$ cat config.mk
export PLATFORM = sky130hd
export DESIGN_NAME = fpmu_seq
export DESIGN_NICKNAME = d
export VERILOG_FILES = /design/src/rtl/fpmu_seq.sv
export SDC_FILE = /design/constraint.sdc
export NUM_CORES = 1
export LEC_CHECK = 0
export CAP_MARGIN = 15
export CORE_MARGIN = 4
export CORE_UTILIZATION = 48
export DETAILED_ROUTE_END_ITERATION = 8
export PLACE_DENSITY = 0.78
export SLEW_MARGIN = 15
export SYNTH_ARGS = -nofsm -noshare
export SYNTH_HDL_FRONTEND = slang
export SYNTH_SLANG_ARGS = --single-unit
$ cat constraint.sdc
create_clock -name clk -period 2.05 [get_ports clk]
set_input_delay 0.615 -clock clk [delete_from_list [all_inputs] [get_ports clk]]
set_output_delay 0.615 -clock clk [all_outputs]
set_load 0.02 [all_outputs]
$ cat src/rtl/fpmu_seq.sv
// -----------------------------------------------------------------------------
// fpmu_seq - operand-load / result-return sequencer for the multi-cycle
// half-precision FP multiplier.
//
// Collects four operand bytes over an 8-bit valid/ready stream
// (mul_a[7:0], mul_a[15:8], mul_b[7:0], mul_b[15:8]), issues a one-cycle
// mul_start, waits for mul_done, then streams result[7:0], result[15:8] and
// a flags byte {err, 3'b000, flags} back out. Keeps a 0..9 count of
// completed operations for the seg7 display.
//
// Optional feature macro: FPMU_SEQ_TIMEOUT_EN
//   defined   : 24-bit WAIT watchdog; on expiry the result is forced to qNaN
//               (16'h7E00), flags to 4'b1000 and err is set.
//   undefined : WAIT leaves only on mul_done; err is constant 0 and
//               TIMEOUT_CYCLES is ignored.
//
// Ports:
//   clk, reset          clock; synchronous active-high reset
//   in_data/in_valid    operand byte stream in, in_ready back-pressure out
//   mul_a, mul_b        registered operands to the multiplier
//   mul_start           one-cycle start pulse
//   mul_done            result strobe (only honoured in WAIT)
//   mul_result          16-bit product, valid with mul_done
//   mul_flags           {NaN, overflow, underflow, inexact}, valid with done
//   out_data/out_valid  result byte stream out, out_ready back-pressure in
//   busy                high whenever not IDLE
//   state               debug state encoding (IDLE=0 .. SEND=4)
//   err                 timeout flag for the current operation
//   op_digit            completed operations mod 10
// -----------------------------------------------------------------------------
module fpmu_seq #(
  parameter logic [23:0] TIMEOUT_CYCLES = 24'd1000
) (
  input  logic        clk,
  input  logic        reset,
  input  logic [7:0]  in_data,
  input  logic        in_valid,
  output logic        in_ready,
  output logic [15:0] mul_a,
  output logic [15:0] mul_b,
  output logic        mul_start,
  input  logic        mul_done,
  input  logic [15:0] mul_result,
  input  logic [3:0]  mul_flags,
  output logic [7:0]  out_data,
  output logic        out_valid,
  input  logic        out_ready,
  output logic        busy,
  output logic [2:0]  state,
  output logic        err,
  output logic [3:0]  op_digit
);

  typedef enum logic [2:0] {
    ST_IDLE  = 3'd0,
    ST_LOAD  = 3'd1,
    ST_ISSUE = 3'd2,
    ST_WAIT  = 3'd3,
    ST_SEND  = 3'd4
  } state_e;

  state_e      state_q, state_d;
  logic [1:0]  idx_q, idx_d;
  logic [15:0] a_q, a_d;
  logic [15:0] b_q, b_d;
  logic [15:0] res_q, res_d;
  logic [3:0]  flags_q, flags_d;
  logic        err_q, err_d;
  logic [3:0]  digit_q, digit_d;
  logic        in_ready_q, in_ready_d;
  logic        start_q, start_d;
  logic        out_valid_q, out_valid_d;
  logic [7:0]  out_data_q, out_data_d;
  logic        busy_q, busy_d;
  logic        in_hs_s;
  logic        out_hs_s;

`ifdef FPMU_SEQ_TIMEOUT_EN
  logic [23:0] cnt_q, cnt_d;
`else
  logic [23:0] unused_timeout_s;
  assign unused_timeout_s = TIMEOUT_CYCLES;
`endif

  // Selects the output byte for a given SEND position.
  function automatic logic [7:0] send_byte(input logic [1:0]  idx,
                                           input logic [15:0] res,
                                           input logic [3:0]  flags,
                                           input logic        e);
    logic [7:0] b;
    case (idx)
      2'd0:    b = res[7:0];
      2'd1:    b = res[15:8];
      default: b = {e, 3'b000, flags};
    endcase
    return b;
  endfunction

  assign in_hs_s  = in_valid && in_ready_q;
  assign out_hs_s = out_valid_q && out_ready;

  // Next-state, datapath and registered-output decode.
  always_comb begin
    state_d = state_q;
    idx_d   = idx_q;
    a_d     = a_q;
    b_d     = b_q;
    res_d   = res_q;
    flags_d = flags_q;
    err_d   = err_q;
    digit_d = digit_q;
`ifdef FPMU_SEQ_TIMEOUT_EN
    cnt_d   = cnt_q;
`endif

    case (state_q)
      ST_IDLE: begin
        if (in_hs_s) begin
          a_d[7:0] = in_data;
          err_d    = 1'b0;
          idx_d    = 2'd1;
          state_d  = ST_LOAD;
        end else begin
          idx_d = 2'd0;
        end
      end
      ST_LOAD: begin
        if (in_hs_s) begin
          case (idx_q)
            2'd0:    a_d[7:0]  = in_data;
            2'd1:    a_d[15:8] = in_data;
            2'd2:    b_d[7:0]  = in_data;
            default: b_d[15:8] = in_data;
          endcase
          idx_d = idx_q + 2'd1;
          if (idx_q == 2'd3) begin
            state_d = ST_ISSUE;
          end else begin
            state_d = ST_LOAD;
          end
        end else begin
          state_d = ST_LOAD;
        end
      end
      ST_ISSUE: begin
        idx_d   = 2'd0;
        state_d = ST_WAIT;
`ifdef FPMU_SEQ_TIMEOUT_EN
        cnt_d   = 24'd0;
`endif
      end
      ST_WAIT: begin
        // A done arriving in the expiry cycle takes priority over the abort.
        if (mul_done) begin
          res_d   = mul_result;
          flags_d = mul_flags;
          idx_d   = 2'd0;
          state_d = ST_SEND;
`ifdef FPMU_SEQ_TIMEOUT_EN
        end else if (cnt_q == (TIMEOUT_CYCLES - 24'd1)) begin
          res_d   = 16'h7E00;
          flags_d = 4'b1000;
          err_d   = 1'b1;
          idx_d   = 2'd0;
          state_d = ST_SEND;
        end else begin
          cnt_d   = cnt_q + 24'd1;
        end
`else
        end else begin
          state_d = ST_WAIT;
        end
`endif
      end
      ST_SEND: begin
        if (out_hs_s) begin
          if (idx_q == 2'd2) begin
            idx_d   = 2'd0;
            state_d = ST_IDLE;
            digit_d = (digit_q == 4'd9) ? 4'd0 : (digit_q + 4'd1);
          end else begin
            idx_d   = idx_q + 2'd1;
          end
        end else begin
          state_d = ST_SEND;
        end
      end
      default: begin
        idx_d   = 2'd0;
        state_d = ST_IDLE;
      end
    endcase

    // Outputs are decoded from next state so they leave the block registered.
    in_ready_d  = (state_d == ST_IDLE) || (state_d == ST_LOAD);
    start_d     = (state_d == ST_ISSUE);
    out_valid_d = (state_d == ST_SEND);
    busy_d      = (state_d != ST_IDLE);
    if (state_d == ST_SEND) begin
      out_data_d = send_byte(idx_d, res_d, flags_d, err_d);
    end else begin
      out_data_d = 8'h00;
    end
  end

  // State, datapath and output registers with synchronous reset.
  always_ff @(posedge clk) begin
    if (reset) begin
      state_q     <= ST_IDLE;
      idx_q       <= 2'd0;
      a_q         <= 16'h0000;
      b_q         <= 16'h0000;
      res_q       <= 16'h0000;
      flags_q     <= 4'd0;
      err_q       <= 1'b0;
      digit_q     <= 4'd0;
      in_ready_q  <= 1'b1;
      start_q     <= 1'b0;
      out_valid_q <= 1'b0;
      out_data_q  <= 8'h00;
      busy_q      <= 1'b0;
`ifdef FPMU_SEQ_TIMEOUT_EN
      cnt_q       <= 24'd0;
`endif
    end else begin
      state_q     <= state_d;
      idx_q       <= idx_d;
      a_q         <= a_d;
      b_q         <= b_d;
      res_q       <= res_d;
      flags_q     <= flags_d;
      err_q       <= err_d;
      digit_q     <= digit_d;
      in_ready_q  <= in_ready_d;
      start_q     <= start_d;
      out_valid_q <= out_valid_d;
      out_data_q  <= out_data_d;
      busy_q      <= busy_d;
`ifdef FPMU_SEQ_TIMEOUT_EN
      cnt_q       <= cnt_d;
`endif
    end
  end

  assign in_ready  = in_ready_q;
  assign mul_a     = a_q;
  assign mul_b     = b_q;
  assign mul_start = start_q;
  assign out_data  = out_data_q;
  assign out_valid = out_valid_q;
  assign busy      = busy_q;
  assign state     = state_q;
  assign err       = err_q;
  assign op_digit  = digit_q;

endmodule
* Yosys cells after proc, flatten, opt, wreduce, memory -nomap -nowiden
Index checks and enable logic that the tools add are counted.
** Word-level totals
- Register bits after elaboration :: 74
- Bits of input ports :: 33
- Output and inout port bits :: 52
** Cells by class
- Add/sub/neg operators :: 2
- Equality and inequality tests :: 15
- Mux-type cells :: 25
- Bitwise operators :: 2
- Reduce and logical (&&, ||, !) cells :: 16
** Operator list (number)
- $mux 16 :: 2
- $pmux 8 s2 :: 2
- $mux 8 :: 3
- $pmux 3 s5 :: 1
- $mux 2 :: 6
- $mux 3 :: 4
- $mux 4 :: 3
- $reduce_and 3->1 :: 4
- $eq 3x2->1 const B :: 3
- $pmux 2 s4 :: 1
- $eq 3x1->1 const B :: 2
- $eq 3x3->1 const B :: 2
- $logic_not 3->1 :: 2
- $add 4x1->4 const B :: 1
- $eq 2x1->1 const B :: 2
- $eq 2x2->1 const B :: 2
- $eq 4x4->1 const B :: 1
- $logic_not 2->1 :: 2
- $ne 2x2->1 const B :: 2
- $reduce_and 4->1 :: 1
- $mux 1 :: 3
- $reduce_bool 3->1 :: 1
- $reduce_or 3->1 :: 1
- $add 2x1->2 const B :: 1
- other kinds (6) :: 8

* Depth between registers and ports, before layout
Gate-level depths: netlist of run 1.
- Depth in word-level cells :: 7
- Depth in mapped cells :: 7

* Least setup slack after synthesis of run 1
No wires, ideal clock.
- Path type :: flip-flop to flip-flop
- From :: register idx_q[0]
- To :: register out_data_q[0] (netlist: out_data[0])
- Library setup time :: 0.092 ns
- Arrival :: 1.773 ns
- Slack :: 0.185 ns
- Stages on the path, launching flop included :: 7
- Buffers on the path :: 0
- Clock period less this slack :: 1.865 ns
- Cell sequence :: dfxtp_1 inv_1 ha_1 and3_1 o41ai_4 nand3_4 o32ai_1
** On the way
- Word-level cells in the longest chain between the ends :: 7
- Elaborated cells on any way between the ends :: 19
** RTL lines
- from (decl) :: RTL line 63 : logic [1:0] idx_q, idx_d;
- from (signal assigned) :: RTL line 227 : idx_q <= idx_d;
- branches (longest 7 deep; another with $add 2x1->2)
- to (signal assigned) :: RTL line 237 : out_data_q <= out_data_d;
- to (decl) :: RTL line 73 : logic [7:0] out_data_q, out_data_d;
Several ways; the timed one is not identified.
A chain may end at the register's enable or synchronous reset.

* Worst setup path after layout of run 1
- From :: input port out_ready
- To :: register out_data_q[2] (netlist: out_data[2])
** On the way
- Word-level cells in the longest chain between the ends :: 6
- Elaborated cells on any way between the ends :: 11
** RTL lines
- from (decl) :: RTL line 47 : input logic out_ready,
- $logic_and 1x1->1 * :: RTL line 100 : assign out_hs_s = out_valid_q && out_ready;
- $mux 3 :: RTL line 176 : if (out_hs_s) begin
- $pmux 3 s5 :: RTL line 116 : case (state_q)
- $eq 3x3->1 :: RTL line 199 : if (state_d == ST_SEND) begin
- $not 1->1 (no line)
- $reduce_or 2->1 (no line)
Every way passes the cells marked *; elsewhere a longest branch is shown, timed or not.

==> key figures, run 1 <==
Cells and area
  • Diodes inserted: 0
  • Most frequent cells in the layout: clkdlybuf4s50_1, dfxtp_1, nor2_1
  • Final Cell Area: 0.00448 sq mm
  • Layout cells sized above 1: 15.9%
  • Area growth from synthesis to layout: 40.5%
  • Most common cell after layout, fill and taps aside: clkdlybuf4s50_1
  • Final Util: 70.2%
  • Fin nets: 441

Power and ir drop
  • P_leak: 2.11 nW
  • Peak supply drop: 0.514 mV
  • PwrDens: 691 mW/mm^2

Place
  • Post-DP Area: 0.00423 sq mm
  • Port buffer count: 84
  • GP Congestion: 0.791
  • HPWL after detailed placement: 5350 microns
  • Placement-stage worst setup slack: -0.246 ns

Global routing
  • Global-route wire length before repair: 11,700 microns
  • GR peak layer: met2
  • Antenna violations before repair: 0
  • Met3 Use GR: 7.65%
  • Met2 Use GR: 31.3%
  • Total GRT Usage: 19.1%
  • Vias in the first global route: 2,591
  • Largest net degree at the start of global routing: 45
  • Met1 usage: 22.5%
  • Grt total ovfl: 0

Synth
  • Dominant cells by area after synthesis: dfxtp_1, mux2i_1, nor2_1, ha_1, o31a_1
  • Yosys top cell area share: 46.5%
  • Yosys top cell by area: dfxtp_1
  • Mapped Area: 0.00319 sq mm
  • Asr flop ratio synth: 0%
  • Number of distinct library cells after synthesis: 51
  • Mapped Nets: 337
  • Yosys warning total: 0
  • Cells after synthesis: 299
  • #FFs+latches synth: 74
  • Sequential share of the synthesized area: 46.5%
  • Post-Syn Area per Cell: 10.7 sq um
  • Primary FF master, synth: dfxtp_1
  • Post-synth EDFFs: 0

Routing
  • 1st-iter DRT viols: 66
  • Final ANT Viol Nets: 0
  • Vias per cell: 5.17
  • DRT Wirelength: 7320 microns
  • Wire per inst: 15.1 microns
  • DR pass1 iterations: 4
  • DR DRC count: 0
  • Via count: 2,509

Die
  • Rows: 29
  • Starting Density: 49.9%
  • Core area: 0.00639 sq mm
  • Die Area: 0.00801 sq mm
  • Die Wd: 89.5 microns
  • Io pins: 85
  • Die Ht: 89.5 microns

Timing
  • F_max: 508 MHz
  • RSZ-0062 raised after global routing: false
  • Setup slack after layout: 0.0797 ns
  • Slew at the pin closest to its max-slew limit: 0.448 ns
  • Setup-failing EPs final: 0
  • Worst slew margin: 70.1%
  • Pins Over Slew Limit: 0
  • Period utilization: 96.1%
  • Final Hold Violating Endpoints: 0
  • Clock skew: 0.00958 ns
  • Min Clock Period, post-route: 1.97 ns

Clocking
  • Post-CTS setup buffer count: 0
  • CTS Buf Count: 9
  • H-tree Lvls: 3
  • Worst skew pair latency: 0.34 ns
  • CTS max path bufs: 2
  • Root Driver: clkbuf_8
  • CTS tree: done
  • Cts hold-fix bufs: 0
  • Total clock sinks: 74
  • Reg clk slew, reported paths: 0.07 ns
  • Post-CTS sizing: 2

Setup path
  • Launch point of the worst reg-to-reg path: idx_q[0]
  • Worst-path fanout max: 8
  • Req. time, crit path: 2.29 ns
  • Setup crit end kind: flip-flop
  • CP startpoint: out_ready
  • Critical path type: in2reg
  • Crit path largest cell delay: 0.48 ns
  • Crit start category: primary input
  • Crit path max-delay cell type: clkdlybuf4s50_1
  • Worst path cell trace: clkdlybuf4s50_1, and3_1, o41ai_4, nand3_4, o32ai_1
  • Worst endpoint data arrival time: 2.21 ns

Outcome
  • Status: complete, no violations

Worst hold path
  • Hold/Removal Path Class: reg2reg
  • Worst Hold Launch: mul_a[0]

Job
  • Maximum Capacitance Violations: 0
-- final timing paths --
kind	to	slack (ns)	depth (start not counted)
setup / recovery	out_data[2]	0.08	5
hold / removal	mul_a[0]	0.50	2
setup reg to reg	out_data[2]	0.23	6
hold reg to reg	mul_a[0]	0.50	2
-- final cells by class --
cell class	count	area (sq um)
clock inverter	7	118
tap	77	96.3
sequential	74	1480
fill	476	1910
timing repair buffer	111	1080
clock buffer	9	124
inverter	6	22.5
multi-input combinational	201	1560
-- stage by stage --
stage / instances / power (mW) / setup TNS, ns / hold WS, ns
5_1_grt: 485 / 3.21 / 0 / 0.530
6_report: 485 / 3.10 / 0 / 0.495
3_3_place_gp: 469 / 1.79 / -3.26 / 0.473
2_1_floorplan: 299 / 1.64 / 0 / 0.454
3_5_place_dp: 469 / 1.79 / -4.14 / 0.488
4_1_cts: 485 / 3.14 / 0 / 0.502
-- per-layer routing --
layer,vias up,share of wire (%)
li1,1263,-
met1,1171,43
met2,67,47
met3,8,8.7
met4,0,0.89
met5,-,0
-- cells in the mapped netlist, types with 4 or more instances --
library cell / instances
and4_1: 4
nand3_1: 5
dfxtp_1: 74
clkbuf_1: 6
buf_6: 5
mux2i_1: 47
o32ai_1: 4
o21ai_0: 5
and2_1: 7
mux2_2: 5
nand2_1: 6
ha_1: 5
a21boi_0: 5
buf_2: 4
inv_1: 5
o31a_1: 7
nor2_1: 53
-- worst max-delay path: cells and delay by family --
family	cells	cell delay [ns]
AOI/OAI and AO/OA	2	0.68
buffers and inverters	1	0.48
and+or+nand+nor	2	0.44
-- cells by family after synthesis --
| group | after synthesis | synth area share, % |
|---|---|---|
| adder cells (fa/ha/maj) | 5 | 1.96 |
| AO/OA/AOI/OAI | 41 | 11.3 |
| XOR/XNOR | 2 | 0.550 |
| flip-flops | 74 | 46.5 |
| buffers and inverters | 24 | 4.83 |
| multiplexers | 53 | 17.2 |
| AND/OR/NAND/NOR | 100 | 17.7 |
-- power breakdown --
part,internal (mW),switching [mW],leakage (nW)
registers,1.45,0.0103,0.598
logic,0.154,0.138,1.39
clock network,0.808,0.532,0.123
-- registers in the layout, summed over array words and instances, names as in the netlist --
name / cells
busy: 1
out_data: 8
err: 1
idx_q: 2
mul_start: 1
op_digit: 4
state: 3
mul_a: 16
flags_q: 4
mul_b: 16
in_ready: 1
res_q: 16
out_valid: 1
Note: power is estimated with default switching activity, not from simulation.
==> run 2, diff against run 1 <==
--- a/config.mk
+++ b/config.mk
@@ -5,7 +5,7 @@
 export SDC_FILE = /design/constraint.sdc
 export NUM_CORES = 1
 export LEC_CHECK = 0
-export CAP_MARGIN = 15
+export CAP_MARGIN = 5
 export CORE_MARGIN = 4
 export CORE_UTILIZATION = 48
 export DETAILED_ROUTE_END_ITERATION = 8
==> results of run 2 <==
No change in the layout: final DEF, timing and power equal those of run 1.
